===== src/rtl/csi_rgb_unpacker.sv =====
// Merged CSI-2 lane byte stream to RGB888 pixel unpacker with RGB888/RGB565 payloads.
// A residual buffer reassembles pixels that straddle beats; outputs are registered.
module csi_rgb_unpacker #(
    parameter  int LANES      = 4,
    localparam int OUT_PIXELS = (LANES >= 2) ? LANES / 2 : 1
) (
    input  logic                         clock,
    input  logic                         reset_n,
    input  logic                         mode,
    input  logic                         line_start,
    input  logic [LANES-1:0][7:0]        image_data,
    input  logic                         image_data_enable,
    output logic [OUT_PIXELS-1:0][23:0]  rgb,
    output logic [OUT_PIXELS-1:0]        rgb_enable,
    output logic                         residual_error
);

    // Byte window is padded so every constant pixel slice stays in range.
    localparam int NB = (LANES + 2 > 3 * OUT_PIXELS) ? LANES + 2 : 3 * OUT_PIXELS;
    localparam int CW = 5;

    if (!(LANES == 1 || LANES == 2 || LANES == 4 || LANES == 8)) begin : g_bad_lanes
        $error("csi_rgb_unpacker: LANES must be 1, 2, 4 or 8");
    end

    logic                         mode_r;
    logic [1:0]                   res_cnt_r;
    logic [1:0][7:0]              res_buf_r;
    logic [OUT_PIXELS-1:0][23:0]  rgb_r;
    logic [OUT_PIXELS-1:0]        rgb_enable_r;
    logic                         residual_error_r;

    logic                         act_mode_s;
    logic [1:0]                   eff_cnt_s;
    logic [NB-1:0][7:0]           bytes_s;
    logic [CW-1:0]                total_s;
    logic [CW-1:0]                bpp_s;
    logic [CW-1:0]                used_s;
    logic [1:0]                   rem_s;
    logic [OUT_PIXELS-1:0][23:0]  pix_s;
    logic [OUT_PIXELS-1:0]        pix_en_s;
    logic [1:0][7:0]              next_buf_s;

    function automatic logic [23:0] expand_565(input logic [7:0] lo, input logic [7:0] hi);
        logic [15:0] w;
        w = {hi, lo};
        return {w[15:11], w[15:13], w[10:5], w[10:9], w[4:0], w[4:2]};
    endfunction

    // Merge residual and new beat bytes, slice pixels in wire order, keep the leftover.
    always_comb begin
        act_mode_s = line_start ? mode : mode_r;
        eff_cnt_s  = line_start ? 2'd0 : res_cnt_r;
        bpp_s      = act_mode_s ? 5'd2 : 5'd3;
        total_s    = CW'(LANES) + {3'd0, eff_cnt_s};

        bytes_s = '0;
        case (eff_cnt_s)
            2'd0:    bytes_s[LANES-1:0] = image_data;
            2'd1:    bytes_s[LANES:0]   = {image_data, res_buf_r[0]};
            2'd2:    bytes_s[LANES+1:0] = {image_data, res_buf_r};
            default: bytes_s = '0;
        endcase

        pix_s    = '0;
        pix_en_s = '0;
        used_s   = '0;
        for (int k = 0; k < OUT_PIXELS; k++) begin
            if (used_s + bpp_s <= total_s) begin
                pix_en_s[k] = 1'b1;
                used_s      = used_s + bpp_s;
                if (act_mode_s) begin
                    pix_s[k] = expand_565(bytes_s[2*k], bytes_s[2*k+1]);
                end else begin
                    pix_s[k] = {bytes_s[3*k+2], bytes_s[3*k+1], bytes_s[3*k]};
                end
            end else begin
                pix_s[k] = 24'h000000;
            end
        end

        rem_s      = 2'(total_s - used_s);
        next_buf_s = '0;
        for (int j = 0; j < NB - 1; j++) begin
            next_buf_s = (CW'(j) == used_s) ? {bytes_s[j+1], bytes_s[j]} : next_buf_s;
        end
    end

    // State and registered outputs; line_start clears the residual even on idle cycles.
    always_ff @(posedge clock or negedge reset_n) begin
        if (!reset_n) begin
            mode_r           <= 1'b0;
            res_cnt_r        <= 2'd0;
            res_buf_r        <= '0;
            rgb_r            <= '0;
            rgb_enable_r     <= '0;
            residual_error_r <= 1'b0;
        end else begin
            residual_error_r <= line_start & (res_cnt_r != 2'd0);
            mode_r           <= act_mode_s;
            if (image_data_enable) begin
                res_cnt_r    <= rem_s;
                res_buf_r    <= next_buf_s;
                rgb_r        <= pix_s;
                rgb_enable_r <= pix_en_s;
            end else begin
                res_cnt_r    <= eff_cnt_s;
                rgb_r        <= '0;
                rgb_enable_r <= '0;
            end
        end
    end

    assign rgb            = rgb_r;
    assign rgb_enable     = rgb_enable_r;
    assign residual_error = residual_error_r;

endmodule


===== config.mk =====
export PLATFORM = sky130hd
export DESIGN_NAME = csi_rgb_unpacker
export DESIGN_NICKNAME = d
export VERILOG_FILES = /design/src/rtl/csi_rgb_unpacker.sv
export SDC_FILE = /design/constraint.sdc
export NUM_CORES = 1
export LEC_CHECK = 0
export ABC_AREA = 1
export CAP_MARGIN = 0
export CORE_MARGIN = 3
export CORE_UTILIZATION = 54
export DETAILED_ROUTE_END_ITERATION = 10
export GPL_ROUTABILITY_DRIVEN = 0
export GPL_TIMING_DRIVEN = 0
export HOLD_SLACK_MARGIN = 0.1
export PLACE_DENSITY_LB_ADDON = 0.25
export SYNTH_ARGS = -nofsm -noshare
export SYNTH_HDL_FRONTEND = slang
export SYNTH_SLANG_ARGS = --single-unit

===== constraint.sdc =====
create_clock -name clock -period 3 [get_ports clock]
set_input_delay 0.3 -clock clock [delete_from_list [all_inputs] [get_ports clock]]
set_output_delay 0.3 -clock clock [all_outputs]
set_load 0.1 [all_outputs]

After elaboration in Yosys (flattened, before gate mapping)
Index checks and enable logic that the tools add are counted.
{ "op_classes": {"bitwise": 1, "n_reduce_logical": 3, "n_shift": 0, "muxes": 22, "eq_ne": 6, "div_mod_pow": 0, "n_lt_le_gt_ge": 2, "mul": 0, "add_sub_neg": 3} }
{ "op_table": {"columns": ["cell", "count"], "rows": [
  ["24-bit two-way mux", 4],
  ["32-bit one-hot mux with 3 select lines", 1],
  ["16-bit two-way mux", 5],
  ["48-bit two-way mux", 1],
  ["8-bit one-hot mux with 2 select lines", 1],
  ["2-bit by 5-bit == test with 1-bit output (first input constant)", 2],
  ["2-bit two-way mux", 4],
  ["8-bit two-way mux", 1],
  ["5-bit by 2-bit adder with 5-bit output", 1],
  ["1-bit by 5-bit == test with 1-bit output (first input constant)", 1],
  ["3-bit by 5-bit == test with 1-bit output (first input constant)", 1],
  ["5-bit by 4-bit less-or-equal comparator with 1-bit output", 1],
  ["5-bit zero test", 1],
  ["5-bit two-way mux", 1],
  ["3-bit by 2-bit adder with 4-bit output (first input constant)", 1],
  ["2-bit by 4-bit less-or-equal comparator with 1-bit output", 1],
  ["1-bit two-way mux", 4],
  ["2-bit by 1-bit == test with 1-bit output (second input constant)", 1],
  ["2-bit == test (second input constant)", 1],
  ["2-bit zero test", 1],
  ["2-bit nonzero test", 1],
  ["2-bit subtractor", 1],
  ["1-bit AND", 1]
]} }
{ "word_totals": {"latchBits": 0, "rom_bits": 0, "memories": 0, "in_bits": 37, "reg_bits": 70, "mem_bits_rw": 0} }

Depth between registers and ports, before layout
Gate-level depths: netlist of run 1.
{ "logic_depth": {"depth_word": 13, "mapped_depth": 13, "mapped_depth_nobuf": 12} }

Worst setup path before layout of run 1
OpenSTA, ideal clock, no wires.
{ "synth_path": {"path_kind": "reg-to-reg", "from": "reg res_cnt_r[0]", "to": "reg res_buf_r[4] in the netlist's numbering", "path_stages_with_launch": 13, "setup_time_ps": 118, "t_arrival_ps": 1501, "setup_slack_ps": 1381, "path_cell_list": "dfrtp_1 inv_1 nor2_1 inv_1 ha_1 buf_2 buf_2 nand2_1 nand3_1 nand2_1 nand2_1 nand3_1 nand2_1"} }
{ "synth_via": {"elab_chain_len": 13, "elab_cells_between_ends": 22, "classes_between": "add/sub (2); order compare (2); eq/ne (6); mux (10); reduce/logical (2)"} }
{ "synth_rtl": {"columns": ["item", "line", "text"], "rows": [
  ["from (decl)", "27", "logic [1:0] res_cnt_r;"],
  ["from (signal assigned)", "102", "res_cnt_r <= rem_s;"],
  ["from (signal assigned)", "107", "res_cnt_r <= eff_cnt_s;"],
  ["2-bit two-way mux *", "53", "eff_cnt_s = line_start ? 2'd0 : res_cnt_r;"],
  ["3-bit by 2-bit adder with 4-bit output", "55", "total_s = CW'(LANES) + {3'd0, eff_cnt_s};"],
  ["2-bit by 4-bit less-or-equal comparator with 1-bit output", "69", "if (used_s + bpp_s <= total_s) begin"],
  ["2-bit two-way mux", "69", null],
  ["5-bit by 2-bit adder with 5-bit output", "69, 71", null],
  ["5-bit by 4-bit less-or-equal comparator with 1-bit output", "69", null],
  ["5-bit two-way mux", "69", null],
  ["5-bit zero test", "85", "next_buf_s = (CW'(j) == used_s) ? {bytes_s[j+1], bytes_s[j]} : next_buf_s;"],
  ["16-bit two-way mux (4 in a row)", "85", null],
  ["16-bit two-way mux *", "85", null],
  ["to (signal assigned)", "103", "res_buf_r <= next_buf_s;"],
  ["to (decl)", "28", "logic [1:0][7:0] res_buf_r;"]
]} }
Mark *: on every way between the ends. The rest lies on a longest branch, timed or not.
A chain may end at the register's enable or synchronous reset.

Worst setup path in the final report of run 1
{ "layout_path": {"from": "in line_start", "to": "reg rgb_r (netlist bit rgb[31])"} }
{ "layout_via": {"elab_chain_len": 8, "elab_cells_between_ends": 15, "classes_between": "add/sub (2); order compare (2); eq/ne (2); mux (8); reduce/logical (1)"} }
{ "layout_rtl": {"columns": ["item", "line", "text"], "rows": [
  ["from (decl)", "10", "input logic line_start,"],
  ["2-bit two-way mux or 1-bit two-way mux (tied branches)", "53, 52", null],
  ["3-bit by 2-bit adder with 4-bit output or 1-bit two-way mux (tied branches)", "55, 54", null],
  ["2-bit by 4-bit less-or-equal comparator with 1-bit output", "69", null],
  ["2-bit two-way mux", "69", null],
  ["5-bit by 2-bit adder with 5-bit output", "69", null],
  ["5-bit by 4-bit less-or-equal comparator with 1-bit output", "69", null],
  ["24-bit two-way mux *", "69", null],
  ["48-bit two-way mux *", "101", "if (image_data_enable) begin"],
  ["to (signal assigned)", "104", "rgb_r <= pix_s;"],
  ["to (decl)", "29", "logic [OUT_PIXELS-1:0][23:0] rgb_r;"]
]} }
Marked as above.

==> results by group, run 1 <==
Synthesis
  • Syn Area/Cell: 6.92 sq um
  • Post-synth EDFFs: 0
  • Most common cell in the netlist: nand2_1
  • Synthesized flop and latch total: 70
  • Commonest cells post-synth: nand2_1, nand3_1, dfrtp_1, nor2_1, a21oi_1
  • Largest area contributor in the netlist: dfrtp_1
  • Top FF cell, synth: dfrtp_1
  • Post-synth ARST share: 100%
  • Ys Warns: 0
  • Distinct cells, synth: 16
  • Post-synthesis sequential area ratio: 46.0%
  • Synth top area share: 46.0%
  • Largest cells by area after synthesis: dfrtp_1, nand2_1, nand3_1
  • Mapped Cells: 550
  • Synth Net Count: 591
  • Cell area after synthesis: 3810 sq um

Clocking
  • # hold bufs at CTS: 1
  • TritonCTS Buffers: 9
  • CTS-repair resized insts: 0
  • Setup Fix Bufs, Post-CTS: 0
  • CTS root buffer: clkbuf_8
  • CTS Buffer Depth: 2
  • Clk Latency, worst-skew pair: 360 ps
  • CTS tree: yes
  • CTS Sinks: 70
  • H-tree levels: 3
  • Clk slew on worst S/H paths: 70 ps

STA
  • Slew headroom: 32.4%
  • Worst-Margin Slew: 1010 ps
  • Setup ws final: 794 ps
  • Final hold vios: 0
  • Setup violations, final: 0
  • Max Fclk: 453 MHz
  • Min cycle time layout: 2210 ps
  • RSZ-0062 raised after global routing: no
  • Setup TNS Final: 0 ps
  • Clock Skew: 6.70 ps
  • Final worst-path cycle share: 73.5%
  • Final Max Tran Viols: 0

Final layout
  • Diodes inserted: 0
  • Area Overhead vs Synth: 31.1%
  • Fin area: 4990 sq um
  • Fin util: 75.6%
  • Share of cells above drive strength 1: 7.19%
  • Final net count: 690

Floorplanning
  • # IOs: 88
  • Die footprint: 8090 sq um
  • Initial Util: 57.6%
  • Die Height: 90.0 microns
  • Die width: 90.0 microns
  • Row count: 29
  • Core box area: 6600 sq um

GRT
  • GRT overflow: 0
  • Largest net degree at the start of global routing: 71
  • Number of global-route vias before repair: 4209
  • First-pass GRT wire length: 20700 microns
  • Total GRT Usage: 32.0%
  • Initial antenna violation count: 0

Worst hold path
  • Worst hold start: image_data_enable
  • Hold Path Stages: 1
  • WHS Endpoint: rgb_enable[0]$_DFF_PN0_
  • Hold WC Path Type: in -> reg

Setup path
  • Crit. End Element: flop
  • Worst r2r src: res_cnt_r[1]$_DFF_PN0_
  • CP Launch Type: input pin
  • Critical path class: in -> reg
  • R2R cell count: 9
  • Flop2flop setup slack: 860 ps
  • Reg-to-reg endpoint: rgb[31]$_DFF_PN0_
  • CP Data Arrival Time: 2480 ps
  • CP required: 3270 ps
  • Critical Path Fanout Max: 10

Drt
  • Wirelength per Cell: 17.0 microns
  • Vias: 4406
  • Vias per cell: 5.90
  • DRT Pass-1 Iters: 8
  • Initial DRC Count: 774
  • Post-route ant nets: 0
  • Final Routed Wirelength: 12700 microns
  • # DRC: 0

Placement
  • Post-DP HPWL: 9130 microns
  • PortBufs: 87
  • Pre-CTS WS: 515 ps
  • Placed cell area: 4790 sq um

Run status
  • Run status: complete, no violations

Power and ir drop
  • Overall power: 3.27 mW
  • Peak VDD IR: 377 uV
  • Leak Pwr: 2.46 nW
  • P per Cell Area: 655 nW/um^2

Job
  • Max cap viols: 0
-- per-stage QoR --
step / hold slack (ps) / instances
2_1_floorplan: 4.41 / 550
3_3_place_gp: 463 / 730
3_5_place_dp: 460 / 730
4_1_cts: 402 / 747
5_1_grt: 419 / 747
6_report: 405 / 747
-- critical path, cell delays in order --
cell and delay [ps]:
clkdlybuf4s50_1 550, nor2_2 90, inv_1 160, ha_1 280
clkbuf_1 430, nand2_1 130, nand3_1 200, nand3_1 130
a21oi_1 190
-- per-layer routing --
| layer | part of all wire [%] | global-route usage (%) | vias to the layer above |
|---|---|---|---|
| met1 | 35 | 40.7 | 1902 |
| met5 | 0 | 0 | - |
| li1 | - | - | 1949 |
| met3 | 16 | 10.9 | 111 |
| met4 | 6.2 | 18.5 | 0 |
| met2 | 42 | 47.7 | 444 |
-- kinds of logic after synthesis --
group	share of synthesized area (%)
flops	46.0
simple gates	39.7
compound gates	6.84
buf+inv	6.15
fa+ha+maj	1.31
-- worst max path at each step --
stage / cells after the start / endpoint / start / slack [ps]
floorplan: 12 / res_buf_r[4]$_DFFE_PN0P_ / res_cnt_r[0]$_DFF_PN0_ / 1380
global placement: 1 / res_buf_r[12]$_DFFE_PN0P_ / reset_n / -520
detailed placement: 9 / rgb[30]$_DFF_PN0_ / line_start / 520
CTS: 1 / rgb[19] / rgb[19]$_DFF_PN0_ / 850
global route: 9 / rgb[30]$_DFF_PN0_ / line_start / 620
finish: 9 / rgb[31]$_DFF_PN0_ / line_start / 790
-- power by group --
group	leakage (nW)	switching (mW)	total (mW)	internal, mW
sequential	0.920	0.0377	1.09	1.05
combinational	1.44	1.09	1.44	0.346
clock	0.100	0.360	0.743	0.382
-- final cells by class --
| cell class | count | area (sq um) |
|---|---|---|
| Buffer | 38 | 181 |
| Clock buffer | 10 | 128 |
| Clock inverter | 6 | 62.6 |
| Fill cell | 536 | 1610 |
| Inverter | 14 | 52.6 |
| Multi-Input combinational cell | 428 | 1820 |
| Sequential cell | 70 | 1750 |
| Tap cell | 93 | 116 |
| Timing Repair Buffer | 88 | 878 |
-- sequential cells by signal, indices dropped and copies added (netlist names) --
| register | flops |
|---|---|
| rgb | 48 |
| res_buf_r | 16 |
| res_cnt_r | 2 |
| rgb_enable | 2 |
| mode_r | 1 |
| residual_error | 1 |
-- cells in the final DEF (no fill, tap or decap) --
| cell type | count |
|---|---|
| clkdlybuf4s50_1 | 86 |
| buf_1 | 3 |
| clkinv_4 | 2 |
| bufinv_16 | 1 |
| nor2_2 | 1 |
| nand4_1 | 1 |
| inv_1 | 13 |
| nand3_1 | 79 |
| buf_2 | 22 |
| clkinv_2 | 3 |
| inv_2 | 1 |
| dfrtp_1 | 70 |
| nand2_2 | 4 |
| ha_1 | 4 |
| clkbuf_8 | 9 |
| nand2_1 | 238 |
| buf_4 | 4 |
| a21oi_1 | 45 |
| nor2_1 | 49 |
| clkbuf_1 | 11 |
| dlygate4sd3_1 | 1 |
| o21ai_0 | 7 |
Power figures use the tool's default switching activity.
==> run 2, diff against run 1 <==
--- a/config.mk
+++ b/config.mk
@@ -8,7 +8,7 @@
 export ABC_AREA = 1
 export CAP_MARGIN = 0
 export CORE_MARGIN = 3
-export CORE_UTILIZATION = 54
+export CORE_UTILIZATION = 46
 export DETAILED_ROUTE_END_ITERATION = 10
 export GPL_ROUTABILITY_DRIVEN = 0
 export GPL_TIMING_DRIVEN = 0
==> constraint.sdc (replaced) <==
create_clock -name clock -period 1.94 [get_ports clock]
set_input_delay 0.194 -clock clock [delete_from_list [all_inputs] [get_ports clock]]
set_output_delay 0.194 -clock clock [all_outputs]
set_load 0.1 [all_outputs]
==> run 2 against run 1 <==
The run now ends with DRC left. Count of clock-buffer cells in the layout fell by 1. Cell count increased by 1.1%. First-iteration DRC count is 8.8% lower. Register-to-register slack worse by 770 ps. Critical path depth grew 3. Flip-flop and latch count is the same. Global-route usage fell by 4.5 points. Largest cell class unchanged. Via count down 1.8%. Power grew 58%. Non-clock buffer count unchanged.
==> results by group, run 2 (synthesis gave the netlist of run 1 again) <==
Final layout
  • Final net count: 690
  • Finished Layout Cells: 755
  • Max reg flops: 48
  • Diodes inserted: 0
  • Area Overhead vs Synth: 32.7%
  • Share of cells above drive strength 1: 10.3%
  • Fill cells: 710
  • Fin area: 5050 sq um
  • Most frequent cells in the layout: nand2_1, nand3_1, dfrtp_1
  • Fin util: 64.0%
  • Commonest non-fill, non-tap cell in the layout: nand2_1

Setup path
  • Critical Path Fanout Max: 10
  • Critical Path Max Stage Delay: 330 ps
  • CP Launch Type: flop
  • Worst r2r src: res_cnt_r[0]$_DFF_PN0_
  • CP required: 2190 ps
  • Critical path class: reg -> reg
  • Crit-path cells: inv_1, nor2_4, inv_2, ha_1, buf_4, buf_4, nand2_1, nand3_1, nand2_1, nand2_1, nand2_1, nand2_1
  • Crit. End Element: flop
  • Most frequent cell on the critical path: nand2_1
  • Slowest-stage cell, CP: dfrtp_1
  • Crit. Startpoint: res_cnt_r[0]$_DFF_PN0_
  • CP Data Arrival Time: 2100 ps

Floorplanning
  • Die width: 97.0 microns
  • Die Height: 97.0 microns
  • # IOs: 88
  • Row count: 32
  • Initial Util: 48.3%
  • Core box area: 7890 sq um
  • Die footprint: 9400 sq um

Clocking
  • CTS root buffer: clkbuf_8
  • Clk Latency, worst-skew pair: 360 ps
  • Setup Fix Bufs, Post-CTS: 0
  • H-tree levels: 3
  • CTS Buffer Depth: 2
  • CTS tree: yes
  • TritonCTS Buffers: 9
  • Clk slew on worst S/H paths: 80 ps
  • CTS Sinks: 70

Drt
  • # DRC: 1
  • Final Routed Wirelength: 12900 microns
  • Wirelength per Cell: 17.1 microns
  • Initial DRC Count: 706
  • DRT Pass-1 Iters: 11
  • Vias per cell: 5.73
  • Post-route ant nets: 0
  • Vias: 4328

Placement
  • Placed Cells: 739
  • Pre-CTS WS: -452 ps
  • PortBufs: 87
  • Placed cell area: 4800 sq um
  • Post-DP HPWL: 9180 microns

Worst hold path
  • Hold WC Path Type: in -> reg
  • Worst hold start: line_start

GRT
  • Total GRT Usage: 27.5%
  • Initial antenna violation count: 0
  • Number of global-route vias before repair: 4107
  • Largest net degree at the start of global routing: 71
  • First-pass GRT wire length: 20600 microns
  • GRT overflow: 0

STA
  • Clock Skew: 13.2 ps
  • RSZ-0062 raised after global routing: no
  • Setup ws final: 86.6 ps
  • Final hold slack: 251 ps
  • Slew headroom: 35.9%
  • Worst-Margin Slew: 966 ps
  • Setup violations, final: 0
  • Max Fclk: 540 MHz
  • Min cycle time layout: 1850 ps
  • Final Max Tran Viols: 0
  • Final worst-path cycle share: 95.5%
  • Final hold vios: 0

Run status
  • Run status: finished, violations left
  • Failing checks: DRC

Power and ir drop
  • P per Cell Area: 1020 nW/um^2
  • Peak VDD IR: 490 uV
  • Leak Pwr: 2.71 nW

Job
  • Max cap viols: 0
run 2: cell types whose count changed in the layout (fill, tap and decap cells not counted), moves of 4 or more:
cell             before  now
a21oi_2               0    4
dlygate4sd2_1         0   51
clkdlybuf4s50_1      86   34
clkbuf_2              0    4
buf_2                22   18
nand3_2               0    5
a21oi_1              45   41
nand3_1              79   74
clkbuf_1             11    4
run 2: area by class of cell:
type	count	area (sq um)	area share, %
Buffer	38	211	4.19
Clock buffer	9	124	2.45
Clock inverter	6	87.6	1.73
Inverter	14	52.6	1.04
Multi-Input combinational cell	428	1880	37.2
Sequential cell	70	1750	34.7
Tap cell	102	128	2.53
Timing Repair Buffer	88	817	16.2
run 2: worst paths after layout:
kind                            cells past startpoint  slack, ps                        to
max in group asynchronous                           2        870         rgb[37]$_DFF_PN0_
worst max register to register                     12         90  res_buf_r[1]$_DFFE_PN0P_
min in group asynchronous                           2        490  residual_error$_DFF_PN0_
worst min-delay path                                3        250  residual_error$_DFF_PN0_
worst min register to register                      2        490  res_buf_r[3]$_DFFE_PN0P_
worst max-delay path                               12         90  res_buf_r[1]$_DFFE_PN0P_
run 2: stage by stage:
stage               power, mW  TNS (ps)
finish                   5.16         0
global route             5.37         0
CTS                      5.07         0
detailed placement       3.86    -22410
global placement         3.83   -123320
floorplan                3.23         0
run 2: report_power, final:
part           internal (mW)  switching [mW]
sequential              1.62          0.0533
clock                  0.716           0.583
combinational          0.486            1.70
total                   2.82            2.34
run 2: critical path, delay by kind of cell, from the launching register on:
kind | cells | cell delay [ps]
adder cells (fa/ha/maj) | 1 | 210
buffers and inverters | 4 | 520
flip-flops | 1 | 330
AND/OR/NAND/NOR | 7 | 680
run 2: what timing repair did:
item                                   4_1_cts  5_1_grt
hold buffers                                 1        0
gates resized for setup                     59       31
setup endpoints to repair                   83       59
pin swaps                                    1        1
endpoints found under the hold margin       70        0
run 2: layer usage:
layer  share of wire, %  global-route usage, %
met5                  0                      0
met4                6.2                   15.3
met3                 13                   8.36
met2                 43                   41.3
met1                 38                   35.2
==> run 3, diff against run 2 <==
--- a/config.mk
+++ b/config.mk
@@ -14,6 +14,8 @@
 export GPL_TIMING_DRIVEN = 0
 export HOLD_SLACK_MARGIN = 0.1
 export PLACE_DENSITY_LB_ADDON = 0.25
+export SKIP_LAST_GASP = 1
+export SLEW_MARGIN = 0
 export SYNTH_ARGS = -nofsm -noshare
 export SYNTH_HDL_FRONTEND = slang
 export SYNTH_SLANG_ARGS = --single-unit
==> results of run 3 <==
No change in the layout: final DEF, timing and power equal those of run 2.
